--- config.mk ---
export PLATFORM = sky130hd
export DESIGN_NAME = bcd_seg7_display
export DESIGN_NICKNAME = d
export VERILOG_FILES = /design/src/rtl/bcd_seg7_pkg.sv /design/src/rtl/bcd_to_seg7.sv /design/src/rtl/bcd_seg7_display.sv
export SDC_FILE = /design/constraint.sdc
export NUM_CORES = 1
export LEC_CHECK = 0
export ABC_CLOCK_PERIOD_IN_PS = 4600
export CAP_MARGIN = 20
export CORE_UTILIZATION = 52
export CTS_CLUSTER_DIAMETER = 30
export DETAILED_ROUTE_END_ITERATION = 7
export HOLD_SLACK_MARGIN = 0.02
export PLACE_DENSITY = 0.72
export SYNTH_ARGS = -nofsm -noshare
export SYNTH_HDL_FRONTEND = slang
export SYNTH_SLANG_ARGS = --single-unit
--- constraint.sdc ---
create_clock -name i_clk -period 4.6 [get_ports i_clk]
set_clock_uncertainty 0.15 [all_clocks]
set_input_delay 0.69 -clock i_clk [delete_from_list [all_inputs] [get_ports i_clk]]
set_output_delay 0.69 -clock i_clk [all_outputs]
set_load 0.005 [all_outputs]
--- src/rtl/bcd_seg7_pkg.sv ---
// -----------------------------------------------------------------------------
// bcd_seg7_pkg
// Shared constants for the BCD to 7-segment display path.
//   - Active-low segment patterns (bit0=a .. bit6=g) for digits 0..9, plus
//     the blank and dash patterns.
//   - State encoding of the serial conversion FSM.
// -----------------------------------------------------------------------------
package bcd_seg7_pkg;

  localparam logic [6:0] SEG_0     = 7'h40;
  localparam logic [6:0] SEG_1     = 7'h79;
  localparam logic [6:0] SEG_2     = 7'h24;
  localparam logic [6:0] SEG_3     = 7'h30;
  localparam logic [6:0] SEG_4     = 7'h19;
  localparam logic [6:0] SEG_5     = 7'h12;
  localparam logic [6:0] SEG_6     = 7'h02;
  localparam logic [6:0] SEG_7     = 7'h78;
  localparam logic [6:0] SEG_8     = 7'h00;
  localparam logic [6:0] SEG_9     = 7'h10;
  localparam logic [6:0] SEG_BLANK = 7'h7F;
  localparam logic [6:0] SEG_DASH  = 7'h3F;

  typedef enum logic [1:0] {
    IDLE,
    CONV,
    COMMIT
  } state_t;

endpackage

--- src/rtl/bcd_to_seg7.sv ---
// -----------------------------------------------------------------------------
// bcd_to_seg7
// Combinational decoder from one BCD nibble to an active-low 7-segment
// pattern. Codes A..F are not valid BCD and show a dash (only g lit).
// Ports:
//   bcd  in  4  BCD digit
//   seg  out 7  active-low segments, bit0=a .. bit6=g
// -----------------------------------------------------------------------------
module bcd_to_seg7
  import bcd_seg7_pkg::*;
(
  input  logic [3:0] bcd,
  output logic [6:0] seg
);

  always_comb begin
    seg = SEG_DASH;
    case (bcd)
      4'd0:    seg = SEG_0;
      4'd1:    seg = SEG_1;
      4'd2:    seg = SEG_2;
      4'd3:    seg = SEG_3;
      4'd4:    seg = SEG_4;
      4'd5:    seg = SEG_5;
      4'd6:    seg = SEG_6;
      4'd7:    seg = SEG_7;
      4'd8:    seg = SEG_8;
      4'd9:    seg = SEG_9;
      default: seg = SEG_DASH;
    endcase
  end

endmodule

--- src/rtl/bcd_seg7_display.sv ---
// -----------------------------------------------------------------------------
// bcd_seg7_display
// Accepts a packed BCD word over valid/ready, converts it one digit per clock
// (most significant first) through a single shared decoder, then commits all
// digits to the display at once. Optional leading-zero blanking and a
// free-running blink mask are applied on the registered segment outputs.
// Ports:
//   i_clk       in  1             system clock
//   i_rst_n     in  1             asynchronous active-low reset
//   i_digits    in  4*NUM_DIGITS  packed BCD, [3:0] = units
//   i_valid     in  1             word valid
//   o_ready     out 1             idle, word can be accepted
//   i_blank_lz  in  1             blank leading zeros (sampled at handshake)
//   i_blink_en  in  1             enable blink masking
//   o_seg       out 7*NUM_DIGITS  active-low segments, [6:0] = units
//   o_done      out 1             one-cycle pulse when o_seg takes a new word
// Build option BCD_SEG7_DP_EN adds i_dp / o_dp (decimal points, o_dp
// active-low), captured and committed alongside the digits.
// -----------------------------------------------------------------------------
module bcd_seg7_display
  import bcd_seg7_pkg::*;
#(
  parameter int NUM_DIGITS = 3,
  parameter int BLINK_DIV  = 25_000_000
) (
  input  logic                    i_clk,
  input  logic                    i_rst_n,
  input  logic [4*NUM_DIGITS-1:0] i_digits,
  input  logic                    i_valid,
  output logic                    o_ready,
  input  logic                    i_blank_lz,
  input  logic                    i_blink_en,
  output logic [7*NUM_DIGITS-1:0] o_seg,
`ifdef BCD_SEG7_DP_EN
  input  logic [NUM_DIGITS-1:0]   i_dp,
  output logic [NUM_DIGITS-1:0]   o_dp,
`endif
  output logic                    o_done
);

  localparam int IDX_W = (NUM_DIGITS > 1) ? $clog2(NUM_DIGITS) : 1;
  localparam int CNT_W = $clog2(BLINK_DIV);
  localparam logic [IDX_W-1:0] IDX_MAX = IDX_W'(NUM_DIGITS - 1);
  localparam logic [CNT_W-1:0] CNT_MAX = CNT_W'(BLINK_DIV - 1);

  state_t                     state_reg, state_next;
  logic [IDX_W-1:0]           idx_reg, idx_next;
  logic                       lz_reg, lz_next;
  logic [NUM_DIGITS-1:0][3:0] shadow_reg;
  logic [NUM_DIGITS-1:0][6:0] staging_reg, staging_next;
  logic [NUM_DIGITS-1:0][6:0] display_reg, display_next;
  logic [7*NUM_DIGITS-1:0]    seg_reg, seg_next;
  logic                       done_reg;
  logic                       capture, commit;
  logic [3:0]                 cur_digit;
  logic [6:0]                 cur_seg;
  logic [CNT_W-1:0]           cnt_reg, cnt_next;
  logic                       blank_reg, blank_next;   // 1 = blink phase blank

`ifdef BCD_SEG7_DP_EN
  logic [NUM_DIGITS-1:0] dp_shadow_reg;
  logic [NUM_DIGITS-1:0] dp_stage_reg, dp_stage_next;  // active-low
  logic [NUM_DIGITS-1:0] dp_disp_reg, dp_disp_next;
  logic [NUM_DIGITS-1:0] dp_out_reg;
`endif

  // One decoder serves every digit; the FSM steps idx across the word.
  assign cur_digit = shadow_reg[idx_reg];

  bcd_to_seg7 u_dec (
    .bcd (cur_digit),
    .seg (cur_seg)
  );

  // ---------------- FSM state register ----------------
  always_ff @(posedge i_clk or negedge i_rst_n) begin
    if (!i_rst_n) begin
      state_reg   <= IDLE;
      idx_reg     <= '0;
      lz_reg      <= 1'b0;
      staging_reg <= '0;
`ifdef BCD_SEG7_DP_EN
      dp_stage_reg <= '0;
`endif
    end else begin
      state_reg   <= state_next;
      idx_reg     <= idx_next;
      lz_reg      <= lz_next;
      staging_reg <= staging_next;
`ifdef BCD_SEG7_DP_EN
      dp_stage_reg <= dp_stage_next;
`endif
    end
  end

  // ---------------- FSM next state / outputs ----------------
  always_comb begin
    state_next   = state_reg;
    idx_next     = idx_reg;
    lz_next      = lz_reg;
    staging_next = staging_reg;
`ifdef BCD_SEG7_DP_EN
    dp_stage_next = dp_stage_reg;
`endif
    o_ready = 1'b0;
    capture = 1'b0;
    commit  = 1'b0;
    case (state_reg)
      IDLE: begin
        o_ready = 1'b1;
        if (i_valid) begin
          capture    = 1'b1;
          idx_next   = IDX_MAX;
          lz_next    = i_blank_lz;
          state_next = CONV;
        end
      end
      CONV: begin
        // The units position (idx 0) is never blanked so zero reads "0".
        if (lz_reg && (cur_digit == 4'd0) && (idx_reg != '0)) begin
          staging_next[idx_reg] = SEG_BLANK;
`ifdef BCD_SEG7_DP_EN
          dp_stage_next[idx_reg] = 1'b1;
`endif
        end else begin
          staging_next[idx_reg] = cur_seg;
          lz_next               = 1'b0;
`ifdef BCD_SEG7_DP_EN
          dp_stage_next[idx_reg] = ~dp_shadow_reg[idx_reg];
`endif
        end
        if (idx_reg == '0) state_next = COMMIT;
        else               idx_next   = idx_reg - 1'b1;
      end
      COMMIT: begin
        commit     = 1'b1;
        state_next = IDLE;
      end
      default: state_next = IDLE;
    endcase
  end

  // ---------------- Shadow capture at handshake ----------------
  always_ff @(posedge i_clk or negedge i_rst_n) begin
    if (!i_rst_n) begin
      shadow_reg <= '0;
`ifdef BCD_SEG7_DP_EN
      dp_shadow_reg <= '0;
`endif
    end else if (capture) begin
      shadow_reg <= i_digits;
`ifdef BCD_SEG7_DP_EN
      dp_shadow_reg <= i_dp;
`endif
    end
  end

  // ---------------- Blink prescaler ----------------
  always_comb begin
    cnt_next   = '0;
    blank_next = 1'b0;
    if (i_blink_en) begin
      if (cnt_reg == CNT_MAX) begin
        cnt_next   = '0;
        blank_next = ~blank_reg;
      end else begin
        cnt_next   = cnt_reg + 1'b1;
        blank_next = blank_reg;
      end
    end
  end

  // ---------------- Display and output registers ----------------
  // The mask uses the next blink phase and the next display contents so a
  // commit or an i_blink_en drop shows on the very edge it happens.
  assign display_next = commit ? staging_reg : display_reg;
`ifdef BCD_SEG7_DP_EN
  assign dp_disp_next = commit ? dp_stage_reg : dp_disp_reg;
`endif

  for (genvar gi = 0; gi < NUM_DIGITS; gi++) begin : g_mask
    assign seg_next[7*gi +: 7] = blank_next ? SEG_BLANK : display_next[gi];
  end

  always_ff @(posedge i_clk or negedge i_rst_n) begin
    if (!i_rst_n) begin
      cnt_reg     <= '0;
      blank_reg   <= 1'b0;
      display_reg <= {NUM_DIGITS{SEG_BLANK}};
      seg_reg     <= '1;
      done_reg    <= 1'b0;
`ifdef BCD_SEG7_DP_EN
      dp_disp_reg <= '1;
      dp_out_reg  <= '1;
`endif
    end else begin
      cnt_reg     <= cnt_next;
      blank_reg   <= blank_next;
      display_reg <= display_next;
      seg_reg     <= seg_next;
      done_reg    <= commit;
`ifdef BCD_SEG7_DP_EN
      dp_disp_reg <= dp_disp_next;
      dp_out_reg  <= blank_next ? '1 : dp_disp_next;
`endif
    end
  end

  assign o_seg  = seg_reg;
  assign o_done = done_reg;
`ifdef BCD_SEG7_DP_EN
  assign o_dp   = dp_out_reg;
`endif

endmodule
==> impl_summary.md <==
Run status
The flow ran to the end, and the final reports show no timing, DRC or antenna violations.

CTS
The number of buffers created by CTS is 9. The library cell used as clock root buffer is clkbuf_8. TritonCTS built the clock tree. The clock transition at the registers of the reported paths is approximately 0.10 ns. The number of clock sinks is between 100 and 150. The buffer depth of the longest clock path is 2. The worst-skew pair later-pin latency is about 0.38 ns. The count of instances resized after the clock tree is built is 0. Hold repair after CTS inserted 0 buffers.

The post-CTS setup buffer count is 0. The count of H-tree levels built during CTS is 3.

Yosys
Yosys mapped the design onto about 50 distinct sky130hd cell types. The adder-cell share of the synthesized area is 0.0265. The mux contribution to synthesized area is 0.0993.

The predominant post-synthesis flop cell is dfrtp_1. The number of enable-type register cells in the synthesized netlist is 0. Of all flip-flops after synthesis, the portion carrying an async set or reset was 1.00. The simple logic cell fraction of the synthesized area is 0.152.

The library cell occupying the most area in the post-synthesis netlist is dfrtp_1. A synthesized cell averages between 10 and 15 sq um. The fraction of the yosys area taken by sequential cells is 0.579.

Of the total synthesized cell area, the portion taken by XOR and XNOR cells is 0.0427. Synthesis inferred roughly 110 register bits. In this run the cell area of the synthesized design comes to between 4000 and 5000 sq um.

The number of warnings issued by yosys is 0. The number of nets handed over by synthesis was 425. The post-synthesis compound-gate area fraction was 0.0696.

The cell count after synthesis is between 300 and 400. Sorting the synthesized cells by area gives the leading types as dfrtp_1 (35%), dfstp_2 (23%), mux2_2 (8.4%). The share of synthesized area in the top cell type comes to 0.345. The dominant combinational cell family by area after synthesis is simple AND/OR/NAND/NOR gates.

Global routing
The wire length of the first global-routing pass is 14.3 mm. The global-route usage over all layers is 0.190. Entering global routing, the biggest net connects 83 pins. The via count of the first global-routing pass was about 2,900.

After global routing the overflow that remains totals 0. The number of antenna violations at the first check in global routing is 0.

Die
The effective utilization at floorplan is 0.538. In this run the standard cell core region covers between 8000 and 9000 sq um. The die boundary height is 97.2 um. The chip width is just under 100 um. The overall die area is 9450 sq um.

40 I/O pins were placed. The number of rows in the core area is 34.

Final layout
Across the whole layout, storage elements account for approximately 2700 sq um. The register with the most flip-flops in the layout has 25 of them. In the final design database the tool counted approximately 460 nets. After filler insertion, the fill cell instance count of the layout stands at 700. The final standard cell utilization of the core is 0.614.

Leaving out fill and tap cells, the most frequent cell in the layout is dfrtp_1. The area used by multi-input combinational logic is roughly 1800 sq um. The finished layout holds 549 standard cells, fillers aside. The fraction of layout cells with a size suffix above 1 is 0.254. The diode insertion count for antenna repair is 0.

Once layout is done, the placed cells without fillers occupy around 5400 sq um. The top cell types in the final layout, fill and taps aside, are dfrtp_1 (65), nor2_1 (42), dfstp_2 (42), clkdlybuf4s50_1 (38), mux2_2 (35). Relative to the synthesized area, the layout overhead comes to 14.2%.

Critical path
In this run the critical register-to-register path is captured at staging_reg[16]$_DFFE_PN0P_. The worst reg2reg path startpoint is idx_reg[0]$_DFFE_PN0P_. The critical path's most frequent cell is nand2_1. The register-to-register path setup slack is about 1.8 ns.

The number of cells traversed by the worst register-to-register path is 8. Traced cell by cell, the critical path runs through mux2_2 -> a22oi_2 -> ha_1 -> nand2_1 -> a221oi_4 -> o41ai_2 -> nand2_1 -> o211ai_1. The critical-path maximum fanout is 12. The cell with the biggest individual delay on the critical path is dfrtp_1. The path type of the worst setup path is reg -> reg.

For this run, the slowest stage of the critical path takes approximately 0.64 ns. The worst setup path is launched from a flop. The data arrival time of the critical path is just under 3 ns. The critical path endpoint category is a flop. Data on the critical path is required at its endpoint by about 4.7 ns.

Placement
The final weighted congestion of routability-driven global placement is 0.806. Buffers placed on the I/O ports in this run total 39. Once placement finished, the instance area stood at approximately 5200 sq um. The wire-length estimate of the detail-placed layout is about 5.5 mm. The number of placed instances, taps included is roughly 530.

STA
Timing would allow up to around 350 MHz. The final setup TNS is 0 ns. The final critical-path required period is about 2.8 ns. The number of setup violations in the final report is 0.

For the pin with the worst max-slew slack, the measured transition is between 0.9 and 1 ns. The relative max-transition margin is 0.377. Dividing the final minimum period by the clock period gives 0.617. The hold violation total from the final report is 0. The final count of pins violating max slew is 0. Setup repair after global routing left no endpoint under its margin.

Detailed routing
The detail-routed via count per cell is approximately 5.3. After the first detailed-routing iteration, the DRC count stood at 86. For this run, the detailed router's first-pass iteration total came to 4. The via total after detailed routing is approximately 2,900. The final routed DRC violation total is 0. The post-detailed-routing wire length is 7.96 mm. In the final routed layout, each cell accounts on average for ~15 um. Once detail routing completed, the nets flagged for antenna violations numbered 0.

Flow run
Across the run, the number of max-cap violations was 0.

Power and ir drop
The standby leakage power is 2.36 nW. The worst-case IR drop observed on VDD is ~0.00042 V. For this design the ratio of total power to cell area is 620 nW/um^2. Summing internal, switching and leakage power gives approximately 3.3 mW.

Worst hold path
The class of the worst hold path is in -> async.
-- cell usage after synthesis (all sizes together) (3+ instances only) --
| cell | n |
|---|---|
| nand3 | 14 |
| inv | 18 |
| nand2b | 22 |
| nor2 | 42 |
| nand2 | 31 |
| dfrtp | 65 |
| and2 | 3 |
| and4 | 5 |
| dfstp | 42 |
| o211ai | 6 |
| mux2i | 7 |
| xnor2 | 9 |
| nand4 | 6 |
| o21ai | 15 |
| mux2 | 35 |
| xor2 | 14 |
| ha | 10 |
| nor3 | 6 |
| buf | 12 |
| a21oi | 10 |
-- stage by stage --
step / setup WS, ns / hold slack, ns
CTS: 1.78 / 0.344
finish: 1.76 / 0.0867
global route: 1.53 / 0.0930
floorplan: 2.17 / 0.244
detailed placement: 1.80 / 0.326
global placement: 1.90 / 0.318
-- where the power goes --
part           total (mW)  internal, mW  switching (mW)  leakage, nW
Sequential           1.54          1.37           0.170         1.28
Combinational        1.25         0.624           0.625        0.985
Clock               0.546         0.211           0.335       0.0982
Total                3.34          2.21            1.13         2.36
-- worst max-delay path, delay by kind of cell, from the launching register on --
family                     cells  cell delay, ns
muxes                          1            0.40
adders and majority gates      1            0.27
DFF                            1            0.64
AOI/OAI and AO/OA              4            0.95
and+or+nand+nor                2            0.29
-- cell type report --
class | count | share of cell area
clock buffers | 9 | 0.0230
clock inverters | 7 | 0.0123
inverters | 18 | 0.0125
multi-input cells | 259 | 0.341
flip-flops and latches | 107 | 0.507
well taps | 108 | 0.0251
repair buffers | 41 | 0.0785
-- worst max path at each step --
stage	start	to	slack, ns	cells past startpoint
floorplan	idx_reg[0]$_DFFE_PN0P_	staging_reg[20]$_DFFE_PN0P_	2.17	9
global placement	idx_reg[0]$_DFFE_PN0P_	staging_reg[20]$_DFFE_PN0P_	1.90	8
detailed placement	idx_reg[0]$_DFFE_PN0P_	staging_reg[20]$_DFFE_PN0P_	1.80	8
CTS	idx_reg[0]$_DFFE_PN0P_	staging_reg[16]$_DFFE_PN0P_	1.78	8
global route	idx_reg[0]$_DFFE_PN0P_	staging_reg[20]$_DFFE_PN0P_	1.53	7
finish	idx_reg[0]$_DFFE_PN0P_	staging_reg[16]$_DFFE_PN0P_	1.76	8
-- per-layer routing --
metal  up-vias  GRT usage  part of all wire
met5         -          0                 0
met3         9     0.0475             0.028
met1      1429      0.277              0.50
met2        42      0.282              0.46
li1       1417          -                 -
met4         0     0.0586             0.011
-- cell families after synthesis --
family | count (synthesis)
flops | 107
simple gates | 139
compound gates | 45
mux | 42
xor+xnor | 23
fa+ha+maj | 10
buf+inv | 32
No activity file was read; power rests on OpenSTA's default activity.
